File: config.mk
export PLATFORM = sky130hd
export DESIGN_NAME = led_activity_stretcher
export DESIGN_NICKNAME = d
export VERILOG_FILES = /design/src/rtl/led_activity_stretcher.sv
export SDC_FILE = /design/constraint.sdc
export NUM_CORES = 1
export LEC_CHECK = 0
export BUFFER_PORTS_ARGS = -buffer_cell sky130_fd_sc_hd__buf_2
export CAP_MARGIN = 20
export CORE_MARGIN = 4
export CORE_UTILIZATION = 45
export DETAILED_ROUTE_END_ITERATION = 10
export PLACE_DENSITY = 0.6
export SYNTH_ARGS = -nofsm -noshare
export SYNTH_HDL_FRONTEND = slang
export SYNTH_SLANG_ARGS = --single-unit
File: constraint.sdc
create_clock -name clk -period 3 [get_ports clk]
set_clock_uncertainty 0.15 [all_clocks]
set_input_delay 0.15 -clock clk [delete_from_list [all_inputs] [get_ports clk]]
set_output_delay 0.15 -clock clk [all_outputs]
set_load 0.02 [all_outputs]
File: src/rtl/led_activity_stretcher.sv
`default_nettype none
// ============================================================================
//  Module      : led_activity_stretcher
//  Description : Synchronises raw SoC status/debug lines and stretches every
//                rising edge to a minimum visible LED on-time, counted in
//                prescaler ticks shared by all channels.
//  Revision    : 1.0 - initial release
// ============================================================================
module led_activity_stretcher #(
    parameter int CLK_MHZ     = 12,
    parameter int TICK_CYCLES = CLK_MHZ * 1000,
    parameter int HOLD_MS     = 50,
    parameter int NCH         = 7
) (
    input  logic           clk,
    input  logic           resetn,
    input  logic [NCH-1:0] evt,
    input  logic           bypass,
    output logic [NCH-1:0] show,
    output logic           any
);

    // Prescaler width covers 0..TICK_CYCLES-1; hold counter covers 0..HOLD_MS
    // and keeps at least one bit so HOLD_MS=0 still elaborates cleanly.
    localparam int c_PRE_W = (TICK_CYCLES > 1) ? $clog2(TICK_CYCLES) : 1;
    localparam int c_CNT_W = (HOLD_MS > 0) ? $clog2(HOLD_MS + 1) : 1;

    localparam logic [c_PRE_W-1:0] c_PRE_LAST = c_PRE_W'(TICK_CYCLES - 1);
    localparam logic [c_CNT_W-1:0] c_HOLD     = c_CNT_W'(HOLD_MS);

    logic [NCH-1:0]     r_s1;
    logic [NCH-1:0]     r_s2;
    logic [NCH-1:0]     r_s3;
    logic [c_PRE_W-1:0] r_pre;
    logic               w_tick;
    logic [NCH-1:0]     w_rise;
    logic [NCH-1:0]     w_show_nxt;

    // Two-flop synchroniser plus a third stage used only for edge detection.
    always_ff @(posedge clk or negedge resetn) begin
        if (!resetn) begin
            r_s1 <= '0;
            r_s2 <= '0;
            r_s3 <= '0;
        end else begin
            r_s1 <= evt;
            r_s2 <= r_s1;
            r_s3 <= r_s2;
        end
    end

    assign w_rise = r_s2 & ~r_s3;

    // Free-running tick prescaler; never resynchronised by channel events.
    always_ff @(posedge clk or negedge resetn) begin
        if (!resetn) begin
            r_pre <= '0;
        end else if (w_tick) begin
            r_pre <= '0;
        end else begin
            r_pre <= r_pre + 1'b1;
        end
    end

    assign w_tick = (r_pre == c_PRE_LAST);

    for (genvar i = 0; i < NCH; i++) begin : g_ch
        logic [c_CNT_W-1:0] r_cnt;

        // Hold counter: a rise reloads the full hold (beating a coincident
        // tick), otherwise each tick takes one off until it rests at zero.
        always_ff @(posedge clk or negedge resetn) begin
            if (!resetn) begin
                r_cnt <= '0;
            end else if (w_rise[i]) begin
                r_cnt <= c_HOLD;
            end else if (w_tick && (r_cnt != '0)) begin
                r_cnt <= r_cnt - 1'b1;
            end
        end

        // Counters keep running under bypass, so a residual hold may show
        // once bypass is released.
        assign w_show_nxt[i] = bypass ? r_s2[i] : (r_s2[i] | (r_cnt != '0));
    end

    // Registered display outputs; any is derived from the same next value.
    always_ff @(posedge clk or negedge resetn) begin
        if (!resetn) begin
            show <= '0;
            any  <= 1'b0;
        end else begin
            show <= w_show_nxt;
            any  <= |w_show_nxt;
        end
    end

endmodule
`default_nettype wire

## After elaboration in Yosys (flattened, before gate mapping)

Index checks and enable logic that the tools add are counted.

| storage, ports and cells | value |
|---|---|
| register bits | 85 |
| bits in latches | 0 |
| RAM bits | 0 |
| memory bits (read-only) | 0 |
| input port bits | 10 |
| output and inout bits | 8 |
| memories kept | 0 |

| cells by class | value |
|---|---|
| add/sub/neg operators | 8 |
| $mul | 0 |
| div/mod/pow operators | 0 |
| magnitude comparators | 0 |
| equal/unequal tests | 1 |
| shift-type cells | 0 |
| muxes and demuxes | 22 |
| bitwise gates (word level) | 9 |
| reductions and logical operators | 22 |

Operators by type and width:

| kind | count |
|---|---|
| two-way mux 6 bit | 14 |
| nonzero test 6 bit | 7 |
| subtractor 6 x 1 -> 6 bit (second input constant) | 7 |
| adder 14 x 1 -> 14 bit (second input constant) | 1 |
| == test 14 bit (second input constant) | 1 |
| two-way mux 14 bit | 1 |
| nonzero test 2 bit | 7 |
| bitwise AND 7 bit | 1 |
| logical AND 1 bit | 7 |
| two-way mux 1 bit | 7 |
| inverter 7 bit | 1 |
| OR 1 bit | 7 |
| OR reduction 7 bit | 1 |

## Longest topological paths before layout

| logic depth | value |
|---|---|
| depth in word-level cells | 4 |
| mapped depth | 8 |
| mapped depth without buffers | 6 |

## Least setup slack after synthesis

No wires, ideal clock.

| timing | value |
|---|---|
| kind | register to register |
| start | register r_pre[8] |
| end | register g_ch[1].r_cnt[5] |
| arrival time | 2.140 ns |
| required time | 2.714 ns |
| slack | 0.575 ns |
| cell stages (with the launch flop) | 8 |
| path buffers | 3 |
| period minus slack after synthesis | 2.425 ns |
| cells stage by stage | dfrtp_1 -> or4b_4 -> or4_4 -> buf_6 -> buf_4 -> buf_2 -> o31ai_1 -> o211ai_1 |

| between the ends | value |
|---|---|
| cells in the longest elaborated chain, start to end | 3 |

Ends and longest elaborated chain:

| element | RTL line | text |
|---|---|---|
| start: declaration | 34 | `logic [c_PRE_W-1:0] r_pre;` |
| start signal: assignment | 61 | `r_pre <= r_pre + 1'b1;` |
| == test 14 bit | 65 | `assign w_tick = (r_pre == c_PRE_LAST);` |
| logical AND 1 bit | 77 | `end else if (w_tick && (r_cnt != '0)) begin` |
| nonzero test 2 bit (no source line) | n/a |  |
| end signal: assignment | 76 | `r_cnt <= c_HOLD;` |
| end signal: assignment | 78 | `r_cnt <= r_cnt - 1'b1;` |
| end: declaration | 68 | `logic [c_CNT_W-1:0] r_cnt;` |

No other way between the ends.
A chain may end at the register's enable or synchronous reset.

## Worst setup path after layout

| timing | value |
|---|---|
| start | register r_pre[8] |
| end | register g_ch[6].r_cnt[5] |

| between the ends | value |
|---|---|
| cells in the longest elaborated chain, start to end | 3 |

Ends and longest elaborated chain:

| element | RTL line |
|---|---|
| == test 14 bit | 65 |
| logical AND 1 bit | 77 |
| nonzero test 2 bit (no source line) | n/a |
| end signal: assignment | 76 |
| end signal: assignment | 78 |
| end: declaration | 68 |

No other way between the ends.

==> PnR_summary.wiki <==
{| class="wikitable"
! Metric !! Value
|-
| Sum of negative setup slack || 0 ns
|-
| Clock tree from TritonCTS || built
|-
| Initial Util || 0.465
|-
| Worst endpoint data arrival time || 2.80 ns
|-
| Maximum achievable frequency || 371 MHz
|-
| Maximum number of pins on one net before global-route repair || 86
|-
| Number of buffers on the longest clock path || 2
|-
| Clock network power share || 0.371
|-
| Net count of the finished layout || 416
|-
| Clock latency of the later-clocked register in the worst-skew pair || 0.34 ns
|-
| Launch instance of the worst register-to-register path || r_pre[8]
|-
| # H-tree levels || 3
|-
| Number of buffers created by CTS || 9
|-
| Combinational power share || 0.037
|-
| Post-detailed-route wirelength per cell || 14.0 um
|-
| Area of the multi-input gates || 0.00158 mm^2
|-
| Most frequently used flop master after synthesis || sky130_fd_sc_hd__dfrtp_1
|-
| Number of input and output port buffers inserted || 17
|-
| Post-Route WL || 7140 um
|-
| Data required time of the worst path || 3.11 ns
|-
| Slowest stage cell, crit path || sky130_fd_sc_hd__or4_4
|-
| Flop pwr share || 0.592
|-
| Maximum resistive drop on vdd || 0.218 mV
|-
| Depth of the worst register-to-register path || 4
|-
| Share of the clock period used by the worst path after layout || 0.898
|-
| CP Class || reg2reg
|-
| Antenna Diode Count || 0
|-
| Cell type with the largest total area after synthesis || sky130_fd_sc_hd__dfrtp_1
|-
| Global-route usage over all layers || 0.151
|-
| Post-synthesis sequential element count || 85
|-
| Count of unique library cells instantiated by Yosys || 42
|-
| Via density per instance || 5.61
|-
| Element type at the critical path start || register
|-
| Period minus WS final || 2.69 ns
|-
| Delay of the slowest cell on the worst path || 0.71 ns
|-
| Leftover overflow at the end of global routing || 0
|-
| Vias in the first global route || 2637
|-
| Cells resized by post-CTS repair || 0
|-
| Count of mapped cells out of synthesis || 366
|-
| Number of top-level pins || 18
|-
| Dpl hpwl || 4690 um
|-
| Total number of vias || 2852
|-
| Final number of hold-violating endpoints || 0
|-
| Fill cell total of the finished layout || 762
|-
| Worst Path Max Fanout || 66
|-
| Slew headroom || 0.597
|-
| Mapped Nets || 384
|-
| Worst path cell trace || or4b_4 -> or4_4 -> or4_1 -> o211ai_1
|-
| Sequential Area || 0.00213 mm^2
|-
| Final setup fails || 0
|-
| Endpoint type of the worst setup path || register
|-
| Share of the yosys chip area belonging to registers || 0.554
|-
| Horizontal extent of the die || 100 um
|-
| Capture instance of the worst register-to-register path || g_ch[6].r_cnt[5]
|-
| Routability cong. || 0.781
|-
| Clock-pin slew of the registers on the worst-case setup and hold paths || 0.08 ns
|-
| Vertical die dimension || 100 um
|-
| Post-synth EDFFs || 0
|-
| Sink of the worst hold path || show[1]
|-
| Area enclosed by the die boundary || 0.0101 mm^2
|-
| Async set-reset flop share out of synthesis || 1.00
|-
| Run status || finished clean
|-
| Number of setup buffers added after CTS || 0
|-
| Core region area || 0.00826 mm^2
|-
| Net switching component of the power || 0.450 mW
|-
| Post-Synthesis Cell Area || 0.00384 mm^2
|-
| Cell depth of the worst hold path || 2
|-
| Worst path bufs/invs || 0
|-
| Power Density || 457 mW/mm^2
|-
| Antenna violations before repair || 0
|-
| Share of the synthesized area in the top cell type || 0.554
|-
| First-pass GRT wire length || 12300 um
|-
| Clock Root Buffer || sky130_fd_sc_hd__clkbuf_8
|-
| Leak pwr || 1.72 nW
|-
| Setup repair after global routing missed its margin || false
|-
| Worst setup slack for register-to-register paths || 0.31 ns
|-
| Hold Buf Count CTS || 8
|-
| Number of optimization iterations in the first detailed-route pass || 4
|-
| Placed Cells incl. Taps || 484
|-
| Yosys synthesis warning count || 0
|-
| DRC violations left || 0
|-
| 1st-iter DRT viols || 120
|-
| Post-Layout Cell Count || 508
|-
| Beginning of the worst hold path || bypass
|-
| Layout overhead on the synthesized area || 12.8%
|-
| Int Power || 1.53 mW
|-
| Share of layout cells above drive strength 1 || 0.124
|-
| Slew @ Worst Pin || 0.600 ns
|-
| Number of clock sinks seen by CTS || 85
|-
| Count of nets left with antenna violations after detail routing || 0
|-
| Final count of pins violating max slew || 0
|-
| Avg Synthesized Cell Area || 10.5 um^2
|-
| Placement row count || 33
|-
| Family of cells with the greatest summed delay on the critical path || simple AND/OR/NAND/NOR gates
|-
| Switching power as a share of total power || 0.227
|-
| Max-cap check violation count || 0
|-
| Type of the tightest min-delay check || in2reg
|-
| Synth top area cells || sky130_fd_sc_hd__dfrtp_1, sky130_fd_sc_hd__or4_1, sky130_fd_sc_hd__o21ai_0
|}
synthesized netlist by cell type (2+ instances only):
master / instances
sky130_fd_sc_hd__dfrtp_1: 85
sky130_fd_sc_hd__o21ai_0: 33
sky130_fd_sc_hd__inv_1: 26
sky130_fd_sc_hd__a21oi_1: 24
sky130_fd_sc_hd__or4_1: 24
sky130_fd_sc_hd__nand3_1: 23
sky130_fd_sc_hd__nor3_1: 16
sky130_fd_sc_hd__nor2_1: 15
sky130_fd_sc_hd__or3_1: 12
sky130_fd_sc_hd__nor2b_1: 9
sky130_fd_sc_hd__ha_1: 8
sky130_fd_sc_hd__nand2_1: 7
sky130_fd_sc_hd__nand2b_1: 7
sky130_fd_sc_hd__clkbuf_1: 6
sky130_fd_sc_hd__o31ai_1: 6
sky130_fd_sc_hd__or3b_2: 6
sky130_fd_sc_hd__xnor2_1: 6
sky130_fd_sc_hd__a31oi_1: 5
sky130_fd_sc_hd__o211ai_1: 4
sky130_fd_sc_hd__o21bai_1: 4
sky130_fd_sc_hd__o311ai_0: 4
sky130_fd_sc_hd__a41o_1: 3
sky130_fd_sc_hd__nand4_1: 3
sky130_fd_sc_hd__o311ai_1: 3
sky130_fd_sc_hd__or2_2: 3
sky130_fd_sc_hd__xor2_1: 3
sky130_fd_sc_hd__a311o_1: 2
sky130_fd_sc_hd__and3_1: 2
sky130_fd_sc_hd__nor4_1: 2
sky130_fd_sc_hd__nor4b_1: 2
sky130_fd_sc_hd__or4b_1: 2
placed cells by master (no fill, tap or decap), types with 7 or more instances in the layout:
master                          Yosys  layout
sky130_fd_sc_hd__a21oi_1           24      24
sky130_fd_sc_hd__buf_2              1      16
sky130_fd_sc_hd__clkbuf_8           0      11
sky130_fd_sc_hd__dfrtp_1           85      85
sky130_fd_sc_hd__dlygate4sd3_1      0       8
sky130_fd_sc_hd__ha_1               8       8
sky130_fd_sc_hd__inv_1             26      26
sky130_fd_sc_hd__nand2_1            7       7
sky130_fd_sc_hd__nand2b_1           7       7
sky130_fd_sc_hd__nand3_1           23      23
sky130_fd_sc_hd__nor2_1            15      15
sky130_fd_sc_hd__nor2b_1            9       9
sky130_fd_sc_hd__nor3_1            16      16
sky130_fd_sc_hd__o21ai_0           33      33
sky130_fd_sc_hd__or3_1             12      12
sky130_fd_sc_hd__or4_1             24      24
metal layers:
layer / vias to the layer above / wire length (um) / GRT usage
li1: 1418 / - / -
met1: 1394 / 3520 / 0.215
met2: 35 / 3300 / 0.232
met3: 5 / 238 / 0.0382
met4: 0 / 77 / 0.0415
met5: - / 0 / 0
final cells by class:
class	count	area share
tap	105	0.0303
clock inverter	4	0.00519
clock buffer	12	0.0358
sequential	85	0.491
inverter	26	0.0225
timing repair buffer	31	0.0519
multi-input combinational	245	0.364
cells by family after synthesis:
family,count (synthesis),share of synthesized area
simple gates,138,0.218
compound gates,89,0.141
flops,85,0.554
buf+inv,36,0.0384
xor+xnor,9,0.0205
fa+ha+maj,8,0.0261
mux,1,0.00261
worst register-to-register path, cell delays in order, from the launching register on:
cell	delay, ns
sky130_fd_sc_hd__dfrtp_1	0.44
sky130_fd_sc_hd__or4b_4	0.57
sky130_fd_sc_hd__or4_4	0.71
sky130_fd_sc_hd__or4_1	0.56
sky130_fd_sc_hd__o211ai_1	0.18
flip-flops by register name, summed over array words and instances, names as in the netlist:
| name | flops |
|---|---|
| show | 7 |
| r_s1 | 7 |
| r_pre | 14 |
| r_s2 | 7 |
| any | 1 |
| g_ch.r_cnt | 42 |
| r_s3 | 7 |
per-stage QoR:
stage,utilization,power (mW),area (um^2),hold WS (ns),setup WS [ns]
floorplan,-,1.22,3840,-0.296,0.575
global placement,0.494,1.26,4080,0.0742,0.365
detailed placement,0.494,1.27,4080,0.0743,0.325
CTS,0.525,2.01,4340,0.0118,0.294
global route,0.525,2.08,4340,0.0292,0.196
finish,0.525,1.98,4340,0.0142,0.307
power by group through the flow:
stage / Combinational, mW / Clock (mW) / Sequential, mW
2_1_floorplan: 0.0182 / 0 / 1.20
3_3_place_gp: 0.0686 / 0 / 1.20
3_5_place_dp: 0.0685 / 0 / 1.20
4_1_cts: 0.0761 / 0.765 / 1.17
5_1_grt: 0.0838 / 0.816 / 1.18
6_report: 0.0731 / 0.736 / 1.17
worst max-delay path by stage:
stage             start               end  slack (ns)  depth (start not counted)
2_1_floorplan  r_pre[8]  g_ch[1].r_cnt[5]        0.57                          7
6_report       r_pre[8]  g_ch[6].r_cnt[5]        0.31                          4
4_1_cts        r_pre[8]  g_ch[6].r_cnt[5]        0.29                          4
5_1_grt        r_pre[8]  g_ch[1].r_cnt[5]        0.20                          4
3_3_place_gp   r_pre[8]  g_ch[5].r_cnt[3]        0.37                          4
3_5_place_dp   r_pre[8]  g_ch[6].r_cnt[5]        0.33                          4
Note: power is estimated with default switching activity, not from simulation.
